### config.mk
export PLATFORM = sky130hd
export DESIGN_NAME = life_ctrl
export DESIGN_NICKNAME = d
export VERILOG_FILES = /design/src/rtl/life_pkg.sv /design/src/rtl/life_ctrl_edge_detect.sv /design/src/rtl/life_ctrl.sv
export SDC_FILE = /design/constraint.sdc
export NUM_CORES = 1
export LEC_CHECK = 0
export ABC_AREA = 1
export CORE_AREA = 3 3 125 127
export DETAILED_ROUTE_END_ITERATION = 8
export DIE_AREA = 0 0 128 130
export GPL_TIMING_DRIVEN = 0
export SYNTH_ARGS = -nofsm -noshare
export SYNTH_HDL_FRONTEND = slang
export SYNTH_SLANG_ARGS = --single-unit
### constraint.sdc
create_clock -name clk -period 2.4 [get_ports clk]
set_input_delay 0.48 -clock clk [delete_from_list [all_inputs] [get_ports clk]]
set_output_delay 0.48 -clock clk [all_outputs]
set_load 0.02 [all_outputs]
### src/rtl/life_pkg.sv
// Shared types and defaults for the Game-of-Life generation controller.
package life_pkg;

    typedef enum logic [1:0] {
        ST_IDLE  = 2'd0,
        ST_LOAD  = 2'd1,
        ST_RUN   = 2'd2,
        ST_PAUSE = 2'd3
    } life_state_t;

    // Speed code n divides the base period by 4**n.
    typedef enum logic [1:0] {
        SPD_X1  = 2'd0,
        SPD_X4  = 2'd1,
        SPD_X16 = 2'd2,
        SPD_X64 = 2'd3
    } life_speed_t;

    localparam int unsigned TICK_BASE_DEF   = 50_000_000;
    localparam int unsigned LOAD_CYCLES_DEF = 1;
    localparam int unsigned GEN_W           = 16;

    function automatic logic [31:0] period(input logic [31:0] base, input logic [1:0] spd);
        logic [31:0] p;
        p = base >> (2 * spd);
        return (p == '0) ? 32'd1 : p;
    endfunction

endpackage

### src/rtl/life_ctrl_edge_detect.sv
// Registered rising-edge detector: rise is high for one cycle, one cycle after din is first sampled high.
module edge_detect
    import life_pkg::*;
(
    input  logic clk,
    input  logic reset,
    input  logic din,
    output logic rise
);

    logic prev;

    always_ff @(posedge clk) begin
        if (!reset) begin
            prev <= 1'b0;
            rise <= 1'b0;
        end else begin
            prev <= din;
            rise <= din & ~prev;
        end
    end

endmodule

### src/rtl/life_ctrl.sv
// Generation controller for a Life cell array: load strobe, run/pause/step, speed divider.
// Optional still-life detection is enabled with `define LIFE_STILL_DETECT_EN.
module life_ctrl
    import life_pkg::*;
#(
    parameter int unsigned TICK_BASE   = TICK_BASE_DEF,
    parameter int unsigned LOAD_CYCLES = LOAD_CYCLES_DEF
) (
    input  logic             clk,
    input  logic             reset,
    input  logic             load_req,
    input  logic             run,
    input  logic             step,
    input  logic [1:0]       speed,
    input  logic             grid_changed,
    output logic             load,
    output logic             gen_en,
    output logic [GEN_W-1:0] gen_count,
    output logic [1:0]       state,
    output logic             stable
);

    life_state_t st;
    logic        load_rise;
    logic        step_rise;
    logic [1:0]  speed_q;
    logic [31:0] div;
    logic [31:0] load_left;
    logic [31:0] per;
    logic        still;
    logic        stable_r;

    edge_detect u_load_edge (.clk(clk), .reset(reset), .din(load_req), .rise(load_rise));
    edge_detect u_step_edge (.clk(clk), .reset(reset), .din(step),     .rise(step_rise));

    assign per    = period(TICK_BASE, speed);
    assign state  = st;
    assign stable = stable_r;

`ifdef LIFE_STILL_DETECT_EN
    // grid_changed reflects the generation advanced by the previous gen_en pulse.
    logic gen_en_q;

    always_ff @(posedge clk) begin
        if (!reset) gen_en_q <= 1'b0;
        else        gen_en_q <= gen_en;
    end

    assign still = gen_en_q & ~grid_changed;
`else
    logic unused_grid;
    assign unused_grid = grid_changed;
    assign still       = 1'b0;
`endif

    always_ff @(posedge clk) begin
        if (!reset) begin
            st        <= ST_IDLE;
            load      <= 1'b0;
            gen_en    <= 1'b0;
            gen_count <= '0;
            stable_r  <= 1'b0;
            div       <= '0;
            load_left <= '0;
            speed_q   <= '0;
        end else begin
            load    <= 1'b0;
            gen_en  <= 1'b0;
            speed_q <= speed;
            if (load_rise) begin
                st        <= ST_LOAD;
                load      <= 1'b1;
                load_left <= LOAD_CYCLES - 32'd1;
                div       <= '0;
                gen_count <= '0;
                stable_r  <= 1'b0;
            end else begin
                case (st)
                    ST_IDLE: begin
                    end
                    ST_LOAD: begin
                        if (load_left != '0) begin
                            load      <= 1'b1;
                            load_left <= load_left - 32'd1;
                        end else begin
                            st <= ST_PAUSE;
                        end
                    end
                    ST_PAUSE: begin
                        if (run) begin
                            st  <= ST_RUN;
                            div <= '0;
                        end else if (step_rise) begin
                            gen_en    <= 1'b1;
                            gen_count <= gen_count + 1'b1;
                            stable_r  <= 1'b0;
                        end
                    end
                    ST_RUN: begin
                        // A still pattern stops the run before any further tick is issued.
                        if (!run || still) begin
                            st  <= ST_PAUSE;
                            div <= '0;
                        end else if (speed != speed_q) begin
                            div <= '0;
                        end else if (div >= per - 32'd1) begin
                            gen_en    <= 1'b1;
                            gen_count <= gen_count + 1'b1;
                            stable_r  <= 1'b0;
                            div       <= '0;
                        end else begin
                            div <= div + 32'd1;
                        end
                    end
                    default: st <= ST_IDLE;
                endcase
                if (still) stable_r <= 1'b1;
            end
        end
    end

endmodule

### Word level (Yosys, flattened, before mapping)

Cells that the tools add are included.

| word-level totals | value |
|---|---|
| flip-flop bits (word level) | 91 |
| input port bits | 8 |
| output and inout port bits | 21 |
| logic and storage cells | 82 |

| cells by class | value |
|---|---|
| add/sub/neg operators | 4 |
| $lt $le $gt $ge | 1 |
| eq/ne operators | 15 |
| shift operators | 1 |
| muxes and demuxes | 32 |
| bitwise gates (word level) | 5 |
| reduce and logical (&&, ||, !) cells | 11 |

Operator list:

| kind | count |
|---|---|
| $mux W32 | 5 |
| $mux W16 | 5 |
| $pmux W32 S2 | 1 |
| $sub A32 B1 Y32 const B | 2 |
| $add A32 B1 Y32 const B | 1 |
| $ge A32 B32 Y1 | 1 |
| $logic_not A32 Y1 | 1 |
| $pmux W16 S2 | 1 |
| $reduce_bool A32 Y1 | 1 |
| $shr A26 B3 Y32 const A | 1 |
| $add A16 B1 Y16 const B | 1 |
| $mux W1 | 14 |
| $ne A2 B2 Y1 const B | 7 |
| $ne A3 B2 Y1 const B | 3 |
| $reduce_and A4 Y1 | 2 |
| $mux W2 | 3 |
| $pmux W2 S3 | 1 |
| $reduce_and A6 Y1 | 1 |
| $eq A2 B2 Y1 const B | 2 |
| $pmux W1 S2 | 2 |
| $reduce_and A2 Y1 | 2 |
| $reduce_bool A4 Y1 | 1 |
| $not A1 Y1 | 3 |
| $reduce_bool A3 Y1 | 1 |
| other kinds (6) | 7 |

### Depth between registers and ports, before layout

| logic depth | value |
|---|---|
| depth after elaboration | 9 |
| mapped depth | 19 |
| depth with buffers taken out | 18 |

### Cells and area by module

From an unflattened synthesis, not the netlist that was laid out.

| second synthesis, totals | value |
|---|---|
| cell total of the unflattened synthesis | 919 |
| area, all modules | 5999.5 um2 |

By module, submodules not included:

| module | instances | cells each | area an instance (um2) | sequential area each (um2) |
|---|---|---|---|---|
| life_ctrl | 1 | 909 | 5891.9 | 1721.7 |
| edge_detect | 2 | 5 | 53.8 | 40.0 |

### Worst setup path before layout

Ideal clock, no wire load.

| timing path | value |
|---|---|
| kind | in2reg |
| from | input port speed[1] |
| to | register div[22] |
| library setup time | 0.065 ns |
| arrival | 2.170 ns |
| required time | 2.335 ns |
| slack | 0.165 ns |
| stages on the path | 15 |
| buffers on the path | 1 |
| cell sequence | inv_1 -> ha_1 -> inv_1 -> ha_1 -> nand2_1 -> o21ai_0 -> nand2_1 -> nand3_1 -> a21oi_1 -> nand2_1 -> inv_2 -> nand2_4 -> buf_6 -> o21a_1 -> nor2_1 |

| between the ends | value |
|---|---|
| cells in the longest elaborated chain, start to end | 9 |
| elaborated cells between the ends (all ways) | 10 |
| classes of those cells | add/sub: 1; order compare: 1; eq/ne: 1; shift: 1; mux: 5; reduce/logical: 1 |

RTL lines:

| what | line | RTL |
|---|---|---|
| from (decl) | life_ctrl.sv:14 | `input logic [1:0] speed,` |
| $shr A26 B3 Y32 | life_pkg.sv:25 | `p = base >> (2 * spd);` |
| $logic_not A32 Y1 | life_pkg.sv:26 | `return (p == '0) ? 32'd1 : p;` |
| $mux W32 | life_pkg.sv:26 |  |
| $sub A32 B1 Y32 | life_ctrl.sv:106 | `end else if (div >= per - 32'd1) begin` |
| $ge A32 B32 Y1 | life_ctrl.sv:106 |  |
| $mux W32 | life_ctrl.sv:106 |  |
| $mux W32 * | life_ctrl.sv:104 | `end else if (speed != speed_q) begin` |
| $mux W32 * | life_ctrl.sv:101 | `if (!run \|\| still) begin` |
| $pmux W32 S2 * | life_ctrl.sv:78 | `case (st)` |
| to (signal assigned) | life_ctrl.sv:112 | `div <= div + 32'd1;` |
| to (decl) | life_ctrl.sv:27 | `logic [31:0] div;` |

Mark *: on every way between the ends. The rest lies on a longest branch, timed or not.
A chain may end at the register's enable or synchronous reset.

### Final worst setup path

| timing path | value |
|---|---|
| from | input port speed[0] |
| to | register gen_count[6] |

| between the ends | value |
|---|---|
| cells in the longest elaborated chain, start to end | 7 |
| elaborated cells between the ends (all ways) | 9 |
| classes of those cells | add/sub: 1; order compare: 1; eq/ne: 3; shift: 1; mux: 1; reduce/logical: 2 |

RTL lines:

| what | line | RTL |
|---|---|---|
| $shr A26 B3 Y32 | life_pkg.sv:25 |  |
| $logic_not A32 Y1 | life_pkg.sv:26 |  |
| $mux W32 | life_pkg.sv:26 |  |
| $sub A32 B1 Y32 | life_ctrl.sv:106 |  |
| $ge A32 B32 Y1 | life_ctrl.sv:106 |  |
| $ne A2 B2 Y1 (no line) | -- |  |
| $reduce_and A6 Y1 (no line) * | -- |  |
| to (signal assigned) | life_ctrl.sv:95 | `gen_count <= gen_count + 1'b1;` |
| to (signal assigned) | life_ctrl.sv:108 | `gen_count <= gen_count + 1'b1;` |
| to (decl) | life_ctrl.sv:18 | `output logic [GEN_W-1:0] gen_count,` |

Marked as above.

==> impl_results.html <==
<table>
<tr><th>Metric</th><th>Value</th></tr>
<tr><th colspan="2">Worst setup path</th></tr>
<tr><td>Data required time of the worst path</td><td>2.65 ns</td></tr>
<tr><td>Sort of element at the end of the critical path</td><td>flop</td></tr>
<tr><td>Worst-path cell with the longest stage delay</td><td>sky130_fd_sc_hd__ha_4</td></tr>
<tr><td>Longest individual stage delay on the worst path</td><td>0.27 ns</td></tr>
<tr><td>Critical path start-end classification</td><td>in -&gt; reg</td></tr>
<tr><td>Crit path max fanout</td><td>5</td></tr>
<tr><td>Cells traversed along the worst timing path</td><td>clkbuf_4 -&gt; inv_2 -&gt; ha_4 -&gt; inv_1 -&gt; ha_1 -&gt; nand2_1 -&gt; o21ai_0 -&gt; nand2_1 -&gt; nand3_1 -&gt; a21oi_2 -&gt; nand2_2 -&gt; nand2_2 -&gt; nand2_4 -&gt; buf_2 -&gt; nand3_1 -&gt; nand2_1 -&gt; nor2_1</td></tr>
<tr><td>Startpoint kind of the worst setup timing path</td><td>input port</td></tr>
<tr><td>Most frequent cell on the critical path</td><td>sky130_fd_sc_hd__nand2_1</td></tr>
<tr><td>Arr. time, crit path</td><td>2.49 ns</td></tr>
<tr><th colspan="2">Finish</th></tr>
<tr><td>Layout cell share with drive strength beyond 1</td><td>0.07044</td></tr>
<tr><td>Number of inserted diodes</td><td>0</td></tr>
<tr><td>P&amp;R area growth vs syn</td><td>16.66%</td></tr>
<tr><td>Fill cell total of the finished layout</td><td>1560</td></tr>
<tr><td>Final-stage net count</td><td>975</td></tr>
<tr><th colspan="2">STA</th></tr>
<tr><td>Final slew viol count</td><td>0</td></tr>
<tr><td>TNS Setup</td><td>0 ns</td></tr>
<tr><td>Shortest clock period the worst path allows after layout</td><td>2.247 ns</td></tr>
<tr><td>Finish-stage setup viols</td><td>0</td></tr>
<tr><td>Period utilization</td><td>0.9363</td></tr>
<tr><td>Setup ws final</td><td>0.1528 ns</td></tr>
<tr><td>Fmax</td><td>445.0 MHz</td></tr>
<tr><td>Worst slew margin</td><td>0.5296</td></tr>
<tr><td>Number of failing hold endpoints at the final stage</td><td>0</td></tr>
<tr><td>Transition time at the pin with the least slew margin</td><td>0.7003 ns</td></tr>
<tr><td>Clock skew</td><td>0.006379 ns</td></tr>
<tr><th colspan="2">GRT</th></tr>
<tr><td>Total routing resource utilization after global routing</td><td>0.1847</td></tr>
<tr><td>Wire length of the first global-routing pass</td><td>24750 microns</td></tr>
<tr><td>Final global-route overflow total</td><td>0</td></tr>
<tr><td>Via count of the first global-routing pass</td><td>5065</td></tr>
<tr><td>Initial antenna violation count</td><td>0</td></tr>
<tr><td>Pin count of the biggest net entering global routing</td><td>17</td></tr>
<tr><th colspan="2">Synth</th></tr>
<tr><td>Top cell type's share of synthesized area</td><td>0.3120</td></tr>
<tr><td>Sequential cell area fraction in the yosys report</td><td>0.3120</td></tr>
<tr><td>Basic-gate share of the synthesized area counting and, or, nand and nor cells</td><td>0.3670</td></tr>
<tr><td>Multiplexer share of the synthesized area</td><td>0</td></tr>
<tr><td>Yosys Warn Count</td><td>0</td></tr>
<tr><td>Flip-flop and latch count after synthesis</td><td>90</td></tr>
<tr><td>Top cells by area, synth</td><td>sky130_fd_sc_hd__dfxtp_1 31%, sky130_fd_sc_hd__nand2_1 16%, sky130_fd_sc_hd__nor2_1 8.4%, sky130_fd_sc_hd__ha_1 7.6%, sky130_fd_sc_hd__a21oi_1 6.5%</td></tr>
<tr><td>Post-synthesis cell area</td><td>0.005776 sq mm</td></tr>
<tr><td>Area share of xor/xnor cells in the synthesized design</td><td>0.06521</td></tr>
<tr><td>Gate count of the mapped netlist</td><td>884</td></tr>
<tr><td>Count of unique library cells instantiated by Yosys</td><td>36</td></tr>
<tr><td>Area fraction in compound gates after synthesis</td><td>0.09749</td></tr>
<tr><td>Arithmetic-cell share of the synthesized area counting full adders, half adders and majority gates</td><td>0.07582</td></tr>
<tr><td>Cell taking the most area after synthesis</td><td>sky130_fd_sc_hd__dfxtp_1</td></tr>
<tr><td>Combinational family with the most area after synthesis</td><td>simple AND/OR/NAND/NOR gates</td></tr>
<tr><td>Post-Synthesis Mean Instance Area</td><td>6.533 sq um</td></tr>
<tr><th colspan="2">Die</th></tr>
<tr><td>Die span in x</td><td>128 microns</td></tr>
<tr><td>Count of pins on the block boundary</td><td>29</td></tr>
<tr><td>Die Outline Area</td><td>0.01664 sq mm</td></tr>
<tr><td>Effective utilization at floorplan</td><td>0.3974</td></tr>
<tr><td>Die span in y</td><td>130 microns</td></tr>
<tr><td>Core Rows</td><td>44</td></tr>
<tr><td>Area of the core</td><td>0.01453 sq mm</td></tr>
<tr><th colspan="2">Detailed routing</th></tr>
<tr><td>Final routed DRC violation total</td><td>0</td></tr>
<tr><td>Final Routed Wirelength</td><td>14990 microns</td></tr>
<tr><td>Number of detailed-routing iterations run before antenna repair</td><td>5</td></tr>
<tr><td>Vias/cell</td><td>4.882</td></tr>
<tr><td>Post-route ant nets</td><td>0</td></tr>
<tr><td>Number of vias in the routed layout</td><td>5473</td></tr>
<tr><td>Routed wire per std cell</td><td>13.37 microns</td></tr>
<tr><td>Number of DRC markers in iteration 0</td><td>360</td></tr>
<tr><th colspan="2">Job</th></tr>
<tr><td>Maximum Capacitance Violations</td><td>0</td></tr>
<tr><th colspan="2">CTS</th></tr>
<tr><td>H-tree depth</td><td>3</td></tr>
<tr><td>Maximum buffer depth of the clock tree</td><td>2</td></tr>
<tr><td>Insertion delay of the later-clocked pin in the worst-skew pair</td><td>0.35 ns</td></tr>
<tr><td>Hold_buf cts</td><td>0</td></tr>
<tr><td>CTS tree</td><td>built</td></tr>
<tr><td>Number of clock sinks</td><td>90</td></tr>
<tr><td>Cell at the root of the clock tree</td><td>sky130_fd_sc_hd__clkbuf_16</td></tr>
<tr><td>Number of clock buffers inserted by TritonCTS</td><td>9</td></tr>
<tr><td>Clk pin slew, worst setup/hold paths</td><td>0.07 ns</td></tr>
<tr><th colspan="2">Power and ir drop</th></tr>
<tr><td>Leakage power summed over all cells</td><td>2.829 nW</td></tr>
<tr><td>Power consumption</td><td>9.857 mW</td></tr>
<tr><td>Power density over the cells</td><td>1463 mW/mm^2</td></tr>
<tr><td>Maximum resistive drop on vdd</td><td>0.001307 V</td></tr>
<tr><th colspan="2">Placed design</th></tr>
<tr><td>Number of buffer cells added on primary ports</td><td>26</td></tr>
<tr><td>Routability cong.</td><td>0.9127</td></tr>
<tr><td>Detailed-placement wirelength estimate</td><td>11400 microns</td></tr>
<tr><td>Pre-CTS setup slack</td><td>-1.349 ns</td></tr>
<tr><th colspan="2">Status</th></tr>
<tr><td>Run status</td><td>complete, no violations</td></tr>
<tr><th colspan="2">Min path</th></tr>
<tr><td>Hold/Removal Path Class</td><td>in -&gt; reg</td></tr>
</table>
cell usage in the layout (no fill, tap or decap), drive strengths merged:
| cell | instances |
|---|---|
| a211oi | 1 |
| a21o | 3 |
| a21oi | 75 |
| and3 | 2 |
| buf | 17 |
| bufinv | 2 |
| clkbuf | 19 |
| clkdlybuf4s50 | 24 |
| clkinv | 4 |
| clkinvlp | 1 |
| conb | 9 |
| dfxtp | 90 |
| ha | 35 |
| inv | 91 |
| nand2 | 249 |
| nand3 | 52 |
| nand3b | 3 |
| nand4 | 20 |
| nor2 | 131 |
| nor2b | 1 |
| nor3 | 23 |
| nor3b | 5 |
| nor4 | 8 |
| o21a | 10 |
| o21ai | 14 |
| o31ai | 1 |
| or2 | 4 |
| xnor2 | 12 |
| xor2 | 31 |
cell usage after synthesis:
cell type                  number
sky130_fd_sc_hd__nor3_2         1
sky130_fd_sc_hd__nand3b_1       3
sky130_fd_sc_hd__a21oi_1       75
sky130_fd_sc_hd__o21ai_1        2
sky130_fd_sc_hd__nor2b_1        1
sky130_fd_sc_hd__inv_1         83
sky130_fd_sc_hd__o21ai_0       12
sky130_fd_sc_hd__clkbuf_1       9
sky130_fd_sc_hd__buf_4          6
sky130_fd_sc_hd__nor3b_4        1
sky130_fd_sc_hd__a21o_1         3
sky130_fd_sc_hd__nand3_1       52
sky130_fd_sc_hd__o21a_1        10
sky130_fd_sc_hd__buf_2          3
sky130_fd_sc_hd__nand2_1      244
sky130_fd_sc_hd__xor2_1        31
sky130_fd_sc_hd__or2_1          2
sky130_fd_sc_hd__ha_1          35
sky130_fd_sc_hd__nand2_2        4
sky130_fd_sc_hd__nor3b_1        4
sky130_fd_sc_hd__dfxtp_1       90
sky130_fd_sc_hd__inv_2          7
sky130_fd_sc_hd__nand4_1       20
sky130_fd_sc_hd__nor2_2         2
sky130_fd_sc_hd__xnor2_1       12
sky130_fd_sc_hd__nor2_1       129
sky130_fd_sc_hd__conb_1         2
sky130_fd_sc_hd__nand2_4        1
sky130_fd_sc_hd__a211oi_2       1
sky130_fd_sc_hd__o31ai_1        1
sky130_fd_sc_hd__and3_1         2
sky130_fd_sc_hd__nor4_1         8
sky130_fd_sc_hd__buf_6          3
sky130_fd_sc_hd__nor3_1        22
sky130_fd_sc_hd__or2_2          2
sky130_fd_sc_hd__clkinv_1       1
layout make-up:
class / instances / area [sq um] / area share
plain buffers: 21 / 147.6 / 0.02191
clock buffers: 9 / 225.2 / 0.03343
clock inverters: 7 / 98.84 / 0.01467
inverters: 91 / 349.1 / 0.05181
multi-input cells: 689 / 3590 / 0.5328
flip-flops and latches: 90 / 1802 / 0.2674
well taps: 184 / 230.2 / 0.03417
repair buffers: 30 / 295.3 / 0.04383
repair_timing:
action | in CTS | in global routing
pin swaps | 1 | 5
setup endpoints to repair | 50 | 57
gates resized for setup | 21 | 19
setup buffers | 2 | 1
cloned | 0 | 1
layer usage:
layer  routed length [microns]  up-vias  global-route usage
li1                          -     2947                   -
met4                       281        0             0.05181
met5                         0        -                   0
met3                       543       21             0.03807
met2                      6719       87              0.2973
met1                      7440     2418              0.2523
worst max-delay path, delay by kind of cell:
family | cells | cell delay, ns
adder cells (fa/ha/maj) | 2 | 0.54
AO/OA/AOI/OAI | 2 | 0.26
buffers and inverters | 4 | 0.46
AND/OR/NAND/NOR | 9 | 0.76
kinds of logic after synthesis:
kind of cell             after synthesis
buffers and inverters                112
adder cells (fa/ha/maj)               35
other                                  2
flip-flops                            90
AND/OR/NAND/NOR                      498
XOR/XNOR                              43
AO/OA/AOI/OAI                        104
stage by stage:
step                      std cells  cell area, sq um  hold slack (ns)  utilization
final                          1121              6738           0.3652       0.4636
after global routing           1121              6738           0.3653       0.4636
after CTS                      1119              6669           0.3926       0.4589
after detailed placement       1101              6292           0.3755       0.4329
after global placement         1101              6292           0.3767       0.4329
after floorplan                 891              5802           0.3681            -
sequential cells by signal (all words and copies together) (netlist names):
name and count:
gen_count 16, load_left 32, div 32, gen_en 1
u_load_edge.prev 1, u_load_edge.rise 1, state 2, u_step_edge.prev 1
u_step_edge.rise 1, speed_q 2, load 1
final timing paths:
| path | slack (ns) | cells after the start | end | from |
|---|---|---|---|---|
| hold / removal | 0.37 | 3 | speed_q[1]$_SDFF_PN0_ | speed[1] |
| setup / recovery | 0.15 | 17 | gen_count[6]$_SDFFE_PP0P_ | speed[0] |
| hold reg to reg | 0.39 | 1 | u_load_edge.rise$_SDFF_PN0_ | u_load_edge.prev$_SDFF_PN0_ |
| setup reg to reg | 0.21 | 12 | load_left[27]$_SDFFE_PP0P_ | load_left[0]$_SDFFE_PP0P_ |
report_power, final:
group          leakage (nW)  switching [mW]  internal [mW]
sequential            0.728           0.273           1.80
clock                 0.156           0.652          0.920
combinational          1.94            3.86           2.36
total                  2.83            4.78           5.08
Note: power is estimated with default switching activity, not from simulation.
